--- src/rtl/segment_scan_mux.sv ---
// Time-multiplexed 7-segment scan driver for NUM_FIELDS two-digit binary fields.
// Optional leading-zero blanking of the top digit: define SEGMENT_SCAN_LZB_EN.
module segment_scan_mux #(
  parameter int NUM_FIELDS = 2,
  parameter int FIELD_W    = 6,
  parameter int SCAN_DIV   = 1000,
  parameter int MAX_VAL    = 59
) (
  input  logic                           clock,
  input  logic                           reset,
  input  logic [NUM_FIELDS*FIELD_W-1:0]  data_show,
  input  logic                           data_valid,
  output logic [2*NUM_FIELDS-1:0]        digit_en,
  output logic [6:0]                     segment,
  output logic                           frame_done
);
  localparam int NUM_DIGITS = 2 * NUM_FIELDS;
  localparam int IW = $clog2(NUM_DIGITS);
  localparam int CW = $clog2(SCAN_DIV);
  localparam logic [FIELD_W-1:0] TEN  = FIELD_W'(10);
  localparam logic [6:0]         DASH = 7'b1000000;

  typedef enum logic {PH_ON, PH_BLANK} phase_t;

  function automatic logic [6:0] dec(input logic [3:0] n);
    case (n)
      4'd0:    dec = 7'b0111111;
      4'd1:    dec = 7'b0000110;
      4'd2:    dec = 7'b1011011;
      4'd3:    dec = 7'b1001111;
      4'd4:    dec = 7'b1100110;
      4'd5:    dec = 7'b1101101;
      4'd6:    dec = 7'b1111101;
      4'd7:    dec = 7'b0000111;
      4'd8:    dec = 7'b1111111;
      4'd9:    dec = 7'b1101111;
      default: dec = DASH;
    endcase
  endfunction

  logic [CW-1:0]                  cnt;
  phase_t                         phase;
  logic [IW-1:0]                  idx;
  logic [NUM_FIELDS*FIELD_W-1:0]  pending, shadow;
  logic [NUM_DIGITS-1:0][6:0]     dig_seg;
  logic                           tick, wrap;

  assign tick = (cnt == CW'(SCAN_DIV - 1));
  assign wrap = tick && (phase == PH_BLANK) && (idx == IW'(NUM_DIGITS - 1));

  // Per-field split and decode; dig_seg holds the pattern for every digit slot.
  for (genvar k = 0; k < NUM_FIELDS; k++) begin : g_field
    logic [FIELD_W-1:0] v, tens;
    logic [3:0]         ones;
    logic               over;
    logic [6:0]         tens_seg;
`ifdef SEGMENT_SCAN_LZB_EN
    localparam bit LZB = (k == NUM_FIELDS - 1);
`else
    localparam bit LZB = 1'b0;
`endif
    assign v        = shadow[k*FIELD_W +: FIELD_W];
    assign over     = 32'(v) > MAX_VAL;
    assign tens     = v / TEN;
    assign ones     = 4'(v % TEN);
    assign tens_seg = (over || 32'(tens) > 9) ? DASH : dec(4'(tens));
    assign dig_seg[2*k]   = over ? DASH : dec(ones);
    assign dig_seg[2*k+1] = (LZB && !over && tens == '0) ? 7'd0 : tens_seg;
  end

  // Outputs are registered from the pre-edge state, so they lag the FSM by a cycle.
  always_ff @(posedge clock or posedge reset) begin
    if (reset) begin
      cnt        <= '0;
      phase      <= PH_ON;
      idx        <= '0;
      pending    <= '0;
      shadow     <= '0;
      digit_en   <= '0;
      segment    <= '0;
      frame_done <= 1'b0;
    end else begin
      cnt        <= tick ? '0 : cnt + CW'(1);
      frame_done <= wrap;
      if (data_valid) pending <= data_show;
      // shadow samples pending before this edge's capture, so a colliding strobe waits a frame
      if (wrap) shadow <= pending;
      if (tick) begin
        if (phase == PH_ON) begin
          phase <= PH_BLANK;
        end else begin
          phase <= PH_ON;
          idx   <= (idx == IW'(NUM_DIGITS - 1)) ? '0 : idx + IW'(1);
        end
      end
      if (phase == PH_ON) begin
        digit_en <= NUM_DIGITS'(1) << idx;
        segment  <= dig_seg[idx];
      end else begin
        digit_en <= '0;
        segment  <= '0;
      end
    end
  end
endmodule

--- config.mk ---
export PLATFORM = sky130hd
export DESIGN_NAME = segment_scan_mux
export DESIGN_NICKNAME = d
export VERILOG_FILES = /design/src/rtl/segment_scan_mux.sv
export SDC_FILE = /design/constraint.sdc
export NUM_CORES = 1
export LEC_CHECK = 0
export BUFFER_PORTS_ARGS = -buffer_cell sky130_fd_sc_hd__buf_2
export CAP_MARGIN = 20
export CORE_ASPECT_RATIO = 0.9
export CORE_MARGIN = 3
export CORE_UTILIZATION = 43
export CTS_CLUSTER_SIZE = 40
export DETAILED_ROUTE_END_ITERATION = 8
export GPL_ROUTABILITY_DRIVEN = 0
export PLACE_DENSITY_LB_ADDON = 0.1
export SYNTH_ARGS = -nofsm -noshare
export SYNTH_HDL_FRONTEND = slang
export SYNTH_SLANG_ARGS = --single-unit
--- constraint.sdc ---
create_clock -name clock -period 2.8 [get_ports clock]
set_input_delay 0.56 -clock clock [delete_from_list [all_inputs] [get_ports clock]]
set_output_delay 0.56 -clock clock [all_outputs]
set_load 0.005 [all_outputs]
# [Word-level counts from Yosys, hierarchy flattened]
# Memories as Yosys holds them, arrays and structs flattened.
# Cells that the tools add are included.
[totals] n_memories=4 register_bits=49 romBits=448
[classes] n_addsub=2 shifts=1 mux=11 reduce_logical=5 n_lt_le_gt_ge=5 n_div=4 n_eq_ne=2
[memory_table] memory="(name not given)" depth=16 width=7 rd=1 rd_ports_with_merged_regs=0 wr=0 line="26" rtl="case (n)"
[memory_table] memory="(name not given)" depth=16 width=7 rd=1 rd_ports_with_merged_regs=0 wr=0 line="26"
[memory_table] memory="(name not given)" depth=16 width=7 rd=1 rd_ports_with_merged_regs=0 wr=0 line="26"
[memory_table] memory="(name not given)" depth=16 width=7 rd=1 rd_ports_with_merged_regs=0 wr=0 line="26"
[ops] op="$mux W7" count=6
[ops] op="$bmux W7 S2" count=1
[ops] op="$div A6 B4 Y6 const B" count=2
[ops] op="$gt A6 B4 Y1 const B" count=2
[ops] op="$gt A6 B6 Y1 const B" count=2
[ops] op="$mod A6 B4 Y6 const B" count=2
[ops] op="$add A10 B1 Y10 const B" count=1
[ops] op="$eq A10 B10 Y1 const B" count=1
[ops] op="$mux W10" count=1
[ops] op="$mux W4" count=1
[ops] op="$shl A1 B2 Y4 const A" count=1
[ops] op="$lt A2 B3 Y1 const B" count=1
[ops] op="$add A2 B1 Y2 const B" count=1
[ops] op="$eq A2 B2 Y1 const B" count=1
[ops] op="$logic_and A1 B1 Y1" count=2
[ops] op="$logic_or A1 B1 Y1" count=2
[ops] op="$mux W2" count=1
[ops] op="$reduce_and A2 Y1" count=1
[ops] op="$mux W1" count=1

# [Logic depth before layout (Yosys ltp)]
# Gate-level depths: netlist of run 1.
[logic_depth] word_depth=7 mapped_depth=16

# [Worst setup path before layout of run 1]
# No wires, ideal clock.
[synth_path] kind="flip-flop to flip-flop" from="reg shadow[10]" to="reg segment[6]" setup_slack_ns=-0.190 setup_ns=0.121 n_path_buf=1 period_less_slack_ns=2.990 arrival_time_ns=2.869 required_time_ns=2.679 stages_incl_launch_ff=14 path_cell_list="dfrtp_1 > clkbuf_1 > inv_1 > ha_1 > a221o_1 > a22oi_2 > nor2_1 > o21ai_0 > ha_1 > o21ai_0 > a32o_1 > a21oi_1 > o21ai_0 > and4b_1"
[synth_via] elab_chain_cells=7 elab_cells_between_ends=12 cone_classes="div: 2; order compare: 2; mux: 5; reduce/logical: 1; memory: 2"
[synth_lines] element="from (decl)" line="44" rtl="logic [NUM_FIELDS*FIELD_W-1:0] pending, shadow;"
[synth_lines] element="from (signal assigned)" line="87" rtl="if (wrap) shadow <= pending;"
[synth_lines] element="$div A6 B4 Y6" line="64" rtl="assign tens = v / TEN;"
[synth_lines] element="$gt A6 B4 Y1" line="66" rtl="assign tens_seg = (over || 32'(tens) > 9) ? DASH : dec(4'(tens));"
[synth_lines] element="$logic_or A1 B1 Y1" line="66"
[synth_lines] element="$mux W7" line="66"
[synth_lines] element="$bmux W7 S2 (*)" line="98" rtl="segment <= dig_seg[idx];"
[synth_lines] element="$mux W7 (implied by the code) (*)" line="98"
[synth_lines] element="$mux W7 (*)" line="96" rtl="if (phase == PH_ON) begin"
[synth_lines] element="to (signal assigned)" line="98"
[synth_lines] element="to (decl)" line="14" rtl="output logic [6:0] segment,"
# Every way passes the cells marked *; elsewhere a longest branch is shown, timed or not. The select of a mux whose other input is x is not followed.
# A chain may end at the register's enable or synchronous reset.

# [Worst setup path after layout of run 1]
[layout_path] from="reg shadow[4]" to="reg segment[6]"
# Same word-level chain as after synthesis.

==> results.md, run 1 <==
### Global routing
• 2597 — number of global-route vias before repair
• 12.3 mm — first-pass GRT wire length
• 0 — grt ovf
• 22 — maximum number of pins on one net before global-route repair
• 0.167 — total routing resource utilization after global routing
• 0 — number of antenna violations at the first check in global routing

### Floorplanning
• 0.445 — starting utilization of the core area
• 90.1 um — vertical die dimension
• 27 — number of top-level pins
• 8950 sq um — full die area
• 7580 sq um — core region area
• 99.4 um — floorplan die width
• 30 — standard-cell rows

### Power
• 265 uV — largest vdd supply drop
• 1.79 nW — leakage
• 331 nW/um^2 — power density cells

### Timing
• 0 — count of pins over their slew limit
• 367 MHz — maximum achievable frequency
• 0.0109 ns — post-route clock skew
• 0 — total count of hold-check failures in the final report
• 0.579 — headroom to the max-slew limit
• 0.627 ns — Worst Max-Slew Pin Slew
• yes — RSZ-0062 raised after global routing
• 0.973 — fin crit share
• 0.226 ns — worst hold slack after final layout
• 2.73 ns — final critical delay including setup and external delays
• 0 — total of endpoints with negative setup slack in the final report

### Critical path
• simple AND/OR/NAND/NOR gates — critical path's top delay family
• 0.43 ns — largest stage delay on the critical path
• inv_2 -> ha_4 -> a21o_4 -> a211oi_2 -> a221o_1 -> inv_2 -> ha_4 -> o21ai_4 -> nand2_1 -> or3b_4 -> or3_4 -> and4b_1 — cell chain of the critical path
• 2.93 ns — Worst EP arrival
• 2 — WP buf/inv
• 5 — largest fanout of any net on the critical path
• register to register — worst setup path category
• register — endpoint kind of the worst setup timing path
• 3.01 ns — required time of the critical path
• sky130_fd_sc_hd__or3b_4 — slowest stage cell on the critical path
• register — critical path launch point type

### Synth
• 0.363 — post-synthesis sequential area ratio
• 64 — post-synthesis cell type count
• 400 — Post-Syn Nets
• sky130_fd_sc_hd__dfrtp_1 — leading register cell type out of synthesis
• 3380 sq um — netlist area before placement
• 356 — Syn Inst Count
• 9.48 sq um — average cell area after synthesis
• 49 — number of storage elements in the synthesis netlist
• 0 — Post-synth EDFFs
• 1.00 — proportion of register bits with asynchronous set or reset after synthesis
• 0 — synth warn

### Drt
• 14.9 um — drt wl/cell
• 108 — Starting DRT DRC Count
• 0 — antenna-violating nets left
• 5.48 — detailed-route vias per instance
• 0 — DR DRC count
• 7.41 mm — final WL
• 2718 — vias after detailed routing
• 4 — number of iterations in the first detailed-routing pass

### Cells and area
• 18.4% — growth of design area from synthesis to finish
• 0 — Antenna diodes
• 0.308 — fraction of layout cells with a size suffix above 1
• 4000 sq um — area of all placed cells without fillers
• 443 — number of nets in the layout

### Clocking
• 0 — Hold-fix buffers, CTS
• 2 — Max H-tree Level
• 5 — TritonCTS Buffers
• built — clock tree from TritonCTS
• 0.10 ns — clock slew seen by the registers of the worst setup and hold paths
• 2 — Max clock buf depth
• 49 — count of clock tree sinks
• sky130_fd_sc_hd__clkbuf_8 — CTS Root Buffer Type
• 0.31 ns — Skew-Pair Late Insertion Delay

### Place
• 26 — count of buffers inserted at the top-level ports
• 3720 sq um — placed cell area
• 5.36 mm — HPWL Detailed

### Flow run
• 0 — count of maximum capacitance violations

### Status
• completed — run status

### Worst hold path
• primary input to async pin — Hold WC Path Type

Yosys cell counts, types with 6 or more instances:
library cell / number / area, sq um
sky130_fd_sc_hd__nor2b_1: 12 / 75.1
sky130_fd_sc_hd__mux2_2: 23 / 259
sky130_fd_sc_hd__clkbuf_1: 7 / 26.3
sky130_fd_sc_hd__nor3_1: 6 / 30.0
sky130_fd_sc_hd__inv_1: 20 / 75.1
sky130_fd_sc_hd__nand3_1: 12 / 60.1
sky130_fd_sc_hd__ha_1: 29 / 363
sky130_fd_sc_hd__dfrtp_1: 49 / 1230
sky130_fd_sc_hd__a21oi_1: 22 / 110
sky130_fd_sc_hd__nand2_1: 20 / 75.1
sky130_fd_sc_hd__nor2_1: 34 / 128
sky130_fd_sc_hd__o21ai_1: 6 / 30.0
sky130_fd_sc_hd__o21ai_0: 18 / 90.1
timing repair:
item	CTS	global route
endpoints found under the setup margin	3	7
setup buffers	2	1
pin swaps	3	10
gates resized for setup	1	28
placed cells by master, fill, tap and decap left out, drive strengths merged, types with 6 or more instances in the layout:
cell / instances
nor2b: 13
nor3: 6
mux2: 25
dfrtp: 49
buf: 51
nor2: 35
ha: 29
inv: 24
nand3: 13
nand2: 20
a21oi: 22
o21ai: 24
flip-flops by register name, indices dropped and copies added (netlist names):
register,count
phase,1
cnt,10
pending,12
segment,7
digit_en,4
frame_done,1
idx,2
shadow,12
final cells by class:
| type | count | area [sq um] |
|---|---|---|
| flip-flops and latches | 49 | 1230 |
| inverters | 23 | 88.8 |
| well taps | 96 | 120 |
| clock buffers | 5 | 68.8 |
| clock inverters | 3 | 50.0 |
| multi-input cells | 269 | 2120 |
| fillers | 719 | 3580 |
| repair buffers | 51 | 322 |
per-stage QoR:
step	std cells	TNS, ns	setup WS [ns]	total power, mW	util
finish	496	0	0.0746	1.32	0.527
global route	496	-0.0855	-0.0427	1.38	0.527
CTS	495	0	0.0142	1.35	0.509
detailed placement	485	-0.0325	-0.0203	0.797	0.491
global placement	485	0	0.0231	0.795	0.491
floorplan	356	0	0.000131	0.775	-
final timing paths:
kind                                       start                     end  slack (ns)  depth (start not counted)
max                        shadow[4]$_DFFE_PP0P_    segment[6]$_DFF_PP0_        0.07                         12
min                                        reset        cnt[7]$_DFF_PP0_        0.23                          2
max reg2reg                shadow[4]$_DFFE_PP0P_    segment[6]$_DFF_PP0_        0.07                         12
min reg2reg                     cnt[0]$_DFF_PP0_        cnt[0]$_DFF_PP0_        0.47                          1
max in group asynchronous                  reset  shadow[11]$_DFFE_PP0P_        2.00                          3
min in group clock              cnt[0]$_DFF_PP0_        cnt[0]$_DFF_PP0_        0.47                          1
worst reg2reg max path, stage by stage, from the launching register on:
cell	delay [ns]
sky130_fd_sc_hd__dfrtp_1	0.40
sky130_fd_sc_hd__inv_2	0.08
sky130_fd_sc_hd__ha_4	0.23
sky130_fd_sc_hd__a21o_4	0.22
sky130_fd_sc_hd__a211oi_2	0.18
sky130_fd_sc_hd__a221o_1	0.19
sky130_fd_sc_hd__inv_2	0.07
sky130_fd_sc_hd__ha_4	0.16
sky130_fd_sc_hd__o21ai_4	0.07
sky130_fd_sc_hd__nand2_1	0.08
sky130_fd_sc_hd__or3b_4	0.43
sky130_fd_sc_hd__or3_4	0.34
sky130_fd_sc_hd__and4b_1	0.18
power by group:
group	internal (mW)	switching, mW	total [mW]
sequential	0.724	0.00801	0.732
combinational	0.0241	0.0234	0.0475
clock	0.274	0.267	0.542
cell families after synthesis:
| kind of cell | Yosys count | synth area share |
|---|---|---|
| XOR/XNOR | 8 | 0.0208 |
| AND/OR/NAND/NOR | 115 | 0.181 |
| flip-flops | 49 | 0.363 |
| AO/OA/AOI/OAI | 87 | 0.178 |
| buffers and inverters | 38 | 0.0511 |
| multiplexers | 30 | 0.0982 |
| adder cells (fa/ha/maj) | 29 | 0.107 |
routing by layer:
layer	share of wire	global-route usage	vias to the layer above	wire length, um
li1	-	-	1352	-
met5	0	0	-	0
met4	0.0088	0.0341	0	65
met2	0.46	0.251	58	3380
met1	0.49	0.244	1301	3670
met3	0.040	0.0411	7	299
Note: power is estimated with default switching activity, not from simulation.
==> inputs of run 2 (changes only) <==
--- a/config.mk
+++ b/config.mk
@@ -13,7 +13,6 @@
 export CTS_CLUSTER_SIZE = 40
 export DETAILED_ROUTE_END_ITERATION = 8
 export GPL_ROUTABILITY_DRIVEN = 0
-export PLACE_DENSITY_LB_ADDON = 0.1
 export SYNTH_ARGS = -nofsm -noshare
 export SYNTH_HDL_FRONTEND = slang
 export SYNTH_SLANG_ARGS = --single-unit
==> run 2 against run 1 <==
Net effect: non-clock buffer count increased by 2; maximum frequency increased by 0.79%; die area unchanged; critical endpoint is now segment[3]$_DFF_PP0_.
==> results.md, run 2 (synthesis results as in run 1) <==
### Timing
• yes — RSZ-0062 raised after global routing
• 0 — total count of hold-check failures in the final report, unchanged
• 370 MHz — maximum achievable frequency, +0.79%
• 0.966 — fin crit share, -0.00760
• 0.535 — headroom to the max-slew limit, -0.0435
• 0 — total of endpoints with negative setup slack in the final report, unchanged
• 0 — count of pins over their slew limit, unchanged
• 0.0100 ns — post-route clock skew, -0.000885 ns
• 2.70 ns — final critical delay including setup and external delays, -0.0213 ns
• 0.692 ns — Worst Max-Slew Pin Slew, +0.0648 ns
• 0.0959 ns — Final Worst Setup Slack, +0.0213 ns

### Global routing
• 0 — grt ovf, unchanged
• 2681 — number of global-route vias before repair, +3.2%
• 0 — number of antenna violations at the first check in global routing, unchanged
• 12.8 mm — first-pass GRT wire length, +4.0%
• 36 — maximum number of pins on one net before global-route repair, +64%
• 0.171 — total routing resource utilization after global routing, +0.00357

### Clocking
• 2 — Max H-tree Level, unchanged
• sky130_fd_sc_hd__clkbuf_8 — CTS Root Buffer Type
• 0.11 ns — clock slew seen by the registers of the worst setup and hold paths, about the same
• 0.31 ns — Skew-Pair Late Insertion Delay, about the same
• 0 — Hold-fix buffers, CTS, unchanged
• 2 — Max clock buf depth, unchanged
• 5 — TritonCTS Buffers, unchanged
• 49 — count of clock tree sinks, unchanged
• built — clock tree from TritonCTS

### Flow run
• 0 — count of maximum capacitance violations, unchanged

### Cells and area
• 445 — number of nets in the layout, +0.45%
• 2140 sq um — area of the multi-input gates, +1.1%
• sky130_fd_sc_hd__dfrtp_1 — most common cell after layout, fill and taps aside
• sky130_fd_sc_hd__dfrtp_1, sky130_fd_sc_hd__nor2_1, sky130_fd_sc_hd__buf_2, sky130_fd_sc_hd__buf_4, sky130_fd_sc_hd__ha_1 — top library cells by usage in the layout, fill and taps aside
• 18.9% — growth of design area from synthesis to finish
• 1230 sq um — area taken by flip-flops and latches, -0.20%
• 0 — Antenna diodes, unchanged
• 713 — filler cell count in the final layout, -0.83%
• 0.313 — fraction of layout cells with a size suffix above 1, +0.00593
• pending x12, shadow x12, cnt x10 — registers with the highest flip-flop counts
• 0.529 — utilization of the core after routing, +0.00214

### Drt
• 15.1 um — drt wl/cell, +0.79%
• 2750 — vias after detailed routing, +1.2%
• 93 — Starting DRT DRC Count, -14%
• 5.52 — detailed-route vias per instance, +0.77%
• 0 — antenna-violating nets left, unchanged
• 0 — DR DRC count, unchanged
• 7.50 mm — final WL, +1.2%
• 4 — number of iterations in the first detailed-routing pass, unchanged

### Critical path
• register — endpoint kind of the worst setup timing path
• register to register — worst setup path category
• shadow[10]$_DFFE_PP0P_ — launch point of the worst path
• 9 — largest fanout of any net on the critical path, +4
• register — critical path launch point type
• 2.92 ns — Worst EP arrival, about the same
• shadow[10]$_DFFE_PP0P_ — reg-to-reg critical path startpoint
• 3.02 ns — required time of the critical path, about the same

### Floorplanning
• 99.4 um — floorplan die width, unchanged
• 8950 sq um — full die area, unchanged
• 90.1 um — vertical die dimension, unchanged
• 7580 sq um — core region area, unchanged
• 27 — number of top-level pins, unchanged
• 0.445 — starting utilization of the core area, unchanged
• 30 — standard-cell rows, unchanged

### Worst hold path
• primary input to async pin — Hold WC Path Type

### Place
• 26 — count of buffers inserted at the top-level ports, unchanged
• 5.55 mm — HPWL Detailed, +3.5%
• -0.0536 ns — worst-case setup slack after placement, -0.0333 ns

### Power
• 1.25 mW — post-route total power, -5.5%
• 311 nW/um^2 — power density cells, -5.9%
• 1.81 nW — leakage, +0.79%
• 246 uV — largest vdd supply drop, -7.1%

### Status
• completed — run status

## run 2: path summary, 6_finish.rpt
kind                       cells past startpoint                     end  slack [ns]
max                                           12    segment[3]$_DFF_PP0_         0.1
min                                            2   digit_en[0]$_DFF_PP0_        0.18
max reg2reg                                   12    segment[3]$_DFF_PP0_         0.1
min reg2reg                                    1        cnt[0]$_DFF_PP0_        0.47
max in group asynchronous                      3  pending[9]$_DFFE_PP0P_        1.87
min in group clock                             1        cnt[0]$_DFF_PP0_        0.47
## run 2: cell type report
class,instances,area share
sequential,49,0.306
clock buffer,6,0.0206
timing repair buffer,53,0.0839
tap,96,0.0299
multi-input combinational,269,0.533
clock inverter,2,0.00436
inverter,23,0.0221
## run 2: per-stage QoR
step / hold slack (ns) / setup TNS, ns / instances / instance area, sq um
6_report: 0.185 / 0 / 498 / 4010
5_1_grt: 0.202 / -0.143 / 498 / 4010
4_1_cts: 0.193 / 0 / 493 / 3840
3_5_place_dp: 0.468 / -0.0714 / 484 / 3720
3_3_place_gp: 0.449 / -0.0320 / 484 / 3720
2_1_floorplan: 0.433 / 0 / 356 / 3400
## run 2: timing repair
action	in CTS	in global routing
setup endpoints to repair	4	7
pin swaps	3	11
buffers inserted	1	5
resized for setup	5	25
## run 2: worst max-delay path: stages (launching register included)
cell and delay, ns:
sky130_fd_sc_hd__dfrtp_1 0.40, sky130_fd_sc_hd__buf_4 0.17, sky130_fd_sc_hd__nor2b_2 0.18, sky130_fd_sc_hd__a221o_1 0.28
sky130_fd_sc_hd__a22oi_2 0.29, sky130_fd_sc_hd__inv_2 0.10, sky130_fd_sc_hd__ha_4 0.31, sky130_fd_sc_hd__o21ai_2 0.09
sky130_fd_sc_hd__a2bb2oi_4 0.20, sky130_fd_sc_hd__buf_4 0.15, sky130_fd_sc_hd__mux2i_1 0.19, sky130_fd_sc_hd__nor2_1 0.06
sky130_fd_sc_hd__o31ai_1 0.18
## run 2: power by group
| group | switching (mW) | internal (mW) | total [mW] | leakage, nW |
|---|---|---|---|---|
| Combinational | 0.0227 | 0.0232 | 0.0459 | 1.15 |
| Sequential | 0.00806 | 0.724 | 0.732 | 0.605 |
| Clock | 0.265 | 0.206 | 0.471 | 0.0518 |
| Total | 0.295 | 0.953 | 1.25 | 1.81 |
## run 2: metal layers
| metal | part of all wire | GRT usage |
|---|---|---|
| met1 | 0.46 | 0.236 |
| met2 | 0.49 | 0.278 |
| met3 | 0.037 | 0.0295 |
| met4 | 0.011 | 0.0398 |
| met5 | 0 | 0 |
==> inputs of run 3 (changes only) <==
--- a/config.mk
+++ b/config.mk
@@ -9,10 +9,11 @@
 export CAP_MARGIN = 20
 export CORE_ASPECT_RATIO = 0.9
 export CORE_MARGIN = 3
-export CORE_UTILIZATION = 43
-export CTS_CLUSTER_SIZE = 40
+export CORE_UTILIZATION = 55
+export CTS_CLUSTER_SIZE = 16
 export DETAILED_ROUTE_END_ITERATION = 8
 export GPL_ROUTABILITY_DRIVEN = 0
+export PLACE_DENSITY = 0.77
 export SYNTH_ARGS = -nofsm -noshare
 export SYNTH_HDL_FRONTEND = slang
 export SYNTH_SLANG_ARGS = --single-unit
==> run 3 against run 2 <==
Net effect: design area down 1.7%; setup slack got worse by 0.020 ns; combinational power grew 2%; die area shrank 21%; clock skew down 0.0052 ns; largest cell class unchanged; power down 1.2%; via count up 1.1%; critical path type unchanged; cell count decreased by 5.6%; sequential power is essentially flat; clock power shrank 4%.
==> results.md, run 3 (synthesis results as in run 1) <==
### Power
• 1.80 nW — leakage, -0.64%
• 312 nW/um^2 — power density cells, +0.42%
• 311 uV — largest vdd supply drop, +26%
• 1.23 mW — post-route total power, -1.2%

### Cells and area
• 0.303 — fraction of layout cells with a size suffix above 1, -0.0109
• 0 — Antenna diodes, unchanged
• sky130_fd_sc_hd__dfrtp_1, sky130_fd_sc_hd__nor2_1, sky130_fd_sc_hd__buf_2, sky130_fd_sc_hd__ha_1, sky130_fd_sc_hd__buf_4 — top library cells by usage in the layout, fill and taps aside
• sky130_fd_sc_hd__dfrtp_1 — most common cell after layout, fill and taps aside
• pending x12, shadow x12, cnt x10 — registers with the highest flip-flop counts
• 443 — number of nets in the layout, -0.45%
• 16.9% — growth of design area from synthesis to finish
• 0.678 — utilization of the core after routing, +0.149
• 3950 sq um — area of all placed cells without fillers, -1.7%

### Timing
• 0 — count of pins over their slew limit, unchanged
• 0.679 ns — Worst Max-Slew Pin Slew, -0.0131 ns
• 0.973 — fin crit share, +0.00721
• 367 MHz — maximum achievable frequency, -0.74%
• 0.00483 ns — post-route clock skew, -0.00521 ns
• 0 — total of endpoints with negative setup slack in the final report, unchanged
• yes — RSZ-0062 raised after global routing
• 0.544 — headroom to the max-slew limit, +0.00879
• 0 — total count of hold-check failures in the final report, unchanged
• 2.72 ns — final critical delay including setup and external delays, +0.0202 ns
• 0.176 ns — worst hold slack after final layout, -0.00852 ns
• 0 ns — Sum Neg Setup Slack, unchanged

### Place
• 5.23 mm — HPWL Detailed, -5.7%
• 26 — count of buffers inserted at the top-level ports, unchanged
• 3670 sq um — placed cell area, -1.3%

### Clocking
• 2 — Max H-tree Level, unchanged
• sky130_fd_sc_hd__clkbuf_8 — CTS Root Buffer Type
• 0.10 ns — clock slew seen by the registers of the worst setup and hold paths, about the same
• 49 — count of clock tree sinks, unchanged
• 0.31 ns — Skew-Pair Late Insertion Delay, about the same
• 5 — TritonCTS Buffers, unchanged
• 2 — Max clock buf depth, unchanged
• 0 — Hold-fix buffers, CTS, unchanged
• built — clock tree from TritonCTS

### Flow run
• 0 — count of maximum capacitance violations, unchanged

### Floorplanning
• 88.6 um — floorplan die width, -11%
• 7120 sq um — full die area, -21%
• 0.580 — starting utilization of the core area, +0.135
• 27 — number of top-level pins, unchanged
• 80.3 um — vertical die dimension, -11%
• 5820 sq um — core region area, -23%
• 26 — standard-cell rows, -13%

### Critical path
• 2.93 ns — Worst EP arrival, about the same
• simple AND/OR/NAND/NOR gates — critical path's top delay family
• register to register — worst setup path category
• sky130_fd_sc_hd__ha_4 — cell repeated most along the worst path
• register — endpoint kind of the worst setup timing path
• inv_4 -> ha_4 -> nand3b_1 -> a21oi_1 -> a221o_1 -> inv_2 -> ha_4 -> o21ai_4 -> nand2_1 -> or3b_4 -> or3_1 -> and4b_1 — cell chain of the critical path
• 5 — largest fanout of any net on the critical path, -4
• sky130_fd_sc_hd__dfrtp_1 — slowest stage cell on the critical path
• 0.40 ns — largest stage delay on the critical path, about the same
• 2 — WP buf/inv, -1
• 3.01 ns — required time of the critical path, about the same
• register — critical path launch point type

### Drt
• 15.4 um — drt wl/cell, +2.4%
• 0 — DR DRC count, unchanged
• 5 — number of iterations in the first detailed-routing pass, +1
• 5.91 — detailed-route vias per instance, +7.1%
• 2779 — vias after detailed routing, +1.1%
• 143 — Starting DRT DRC Count, +54%
• 0 — antenna-violating nets left, unchanged
• 7.25 mm — final WL, -3.3%

### Global routing
• 0.210 — total routing resource utilization after global routing, +0.0398
• 0 — number of antenna violations at the first check in global routing, unchanged
• 2529 — number of global-route vias before repair, -5.7%
• 36 — maximum number of pins on one net before global-route repair, unchanged
• 0 — grt ovf, unchanged
• 11.9 mm — first-pass GRT wire length, -7.0%

### Status
• completed — run status

### Worst hold path
• primary input to async pin — Hold WC Path Type

-- run 3: cell type report --
| cell class | count | area (sq um) |
|---|---|---|
| multi-input combinational | 269 | 2130 |
| fill | 465 | 1880 |
| sequential | 49 | 1230 |
| timing repair buffer | 51 | 322 |
| inverter | 23 | 88.8 |
| tap | 70 | 87.6 |
| clock buffer | 5 | 68.8 |
| clock inverter | 3 | 28.8 |
-- run 3: path summary, 6_finish.rpt --
check	to	start	slack, ns	cells after the start
max in group asynchronous	shadow[9]$_DFFE_PP0P_	reset	1.89	3
min in group clock	cnt[0]$_DFF_PP0_	cnt[0]$_DFF_PP0_	0.46	1
worst min-delay path	pending[4]$_DFFE_PP0P_	reset	0.18	2
worst max register to register	segment[6]$_DFF_PP0_	shadow[3]$_DFFE_PP0P_	0.08	12
worst max-delay path	segment[6]$_DFF_PP0_	shadow[3]$_DFFE_PP0P_	0.08	12
worst min register to register	cnt[0]$_DFF_PP0_	cnt[0]$_DFF_PP0_	0.46	1
-- run 3: where the power goes --
| part | switching [mW] | internal, mW |
|---|---|---|
| Clock | 0.266 | 0.187 |
| Sequential | 0.00942 | 0.724 |
| Combinational | 0.0234 | 0.0233 |
| Total | 0.299 | 0.935 |
-- run 3: through the flow --
step | cells | setup WS [ns]
floorplan | 356 | 0.000131
CTS | 464 | 0.0363
global route | 470 | -0.0596
global placement | 456 | 0.0659
finish | 470 | 0.0757
detailed placement | 456 | 0.00993
-- run 3: routing by layer --
layer / share of wire / track usage
met4: 0.0087 / 0.0468
met3: 0.047 / 0.0318
met1: 0.46 / 0.309
met5: 0 / 0
met2: 0.48 / 0.327
-- run 3: timing repair --
action | CTS | global route
buffers inserted | 0 | 6
pin swaps | 0 | 12
resized for setup | 1 | 25
endpoints found under the setup margin | 1 | 6
cloned | 0 | 0
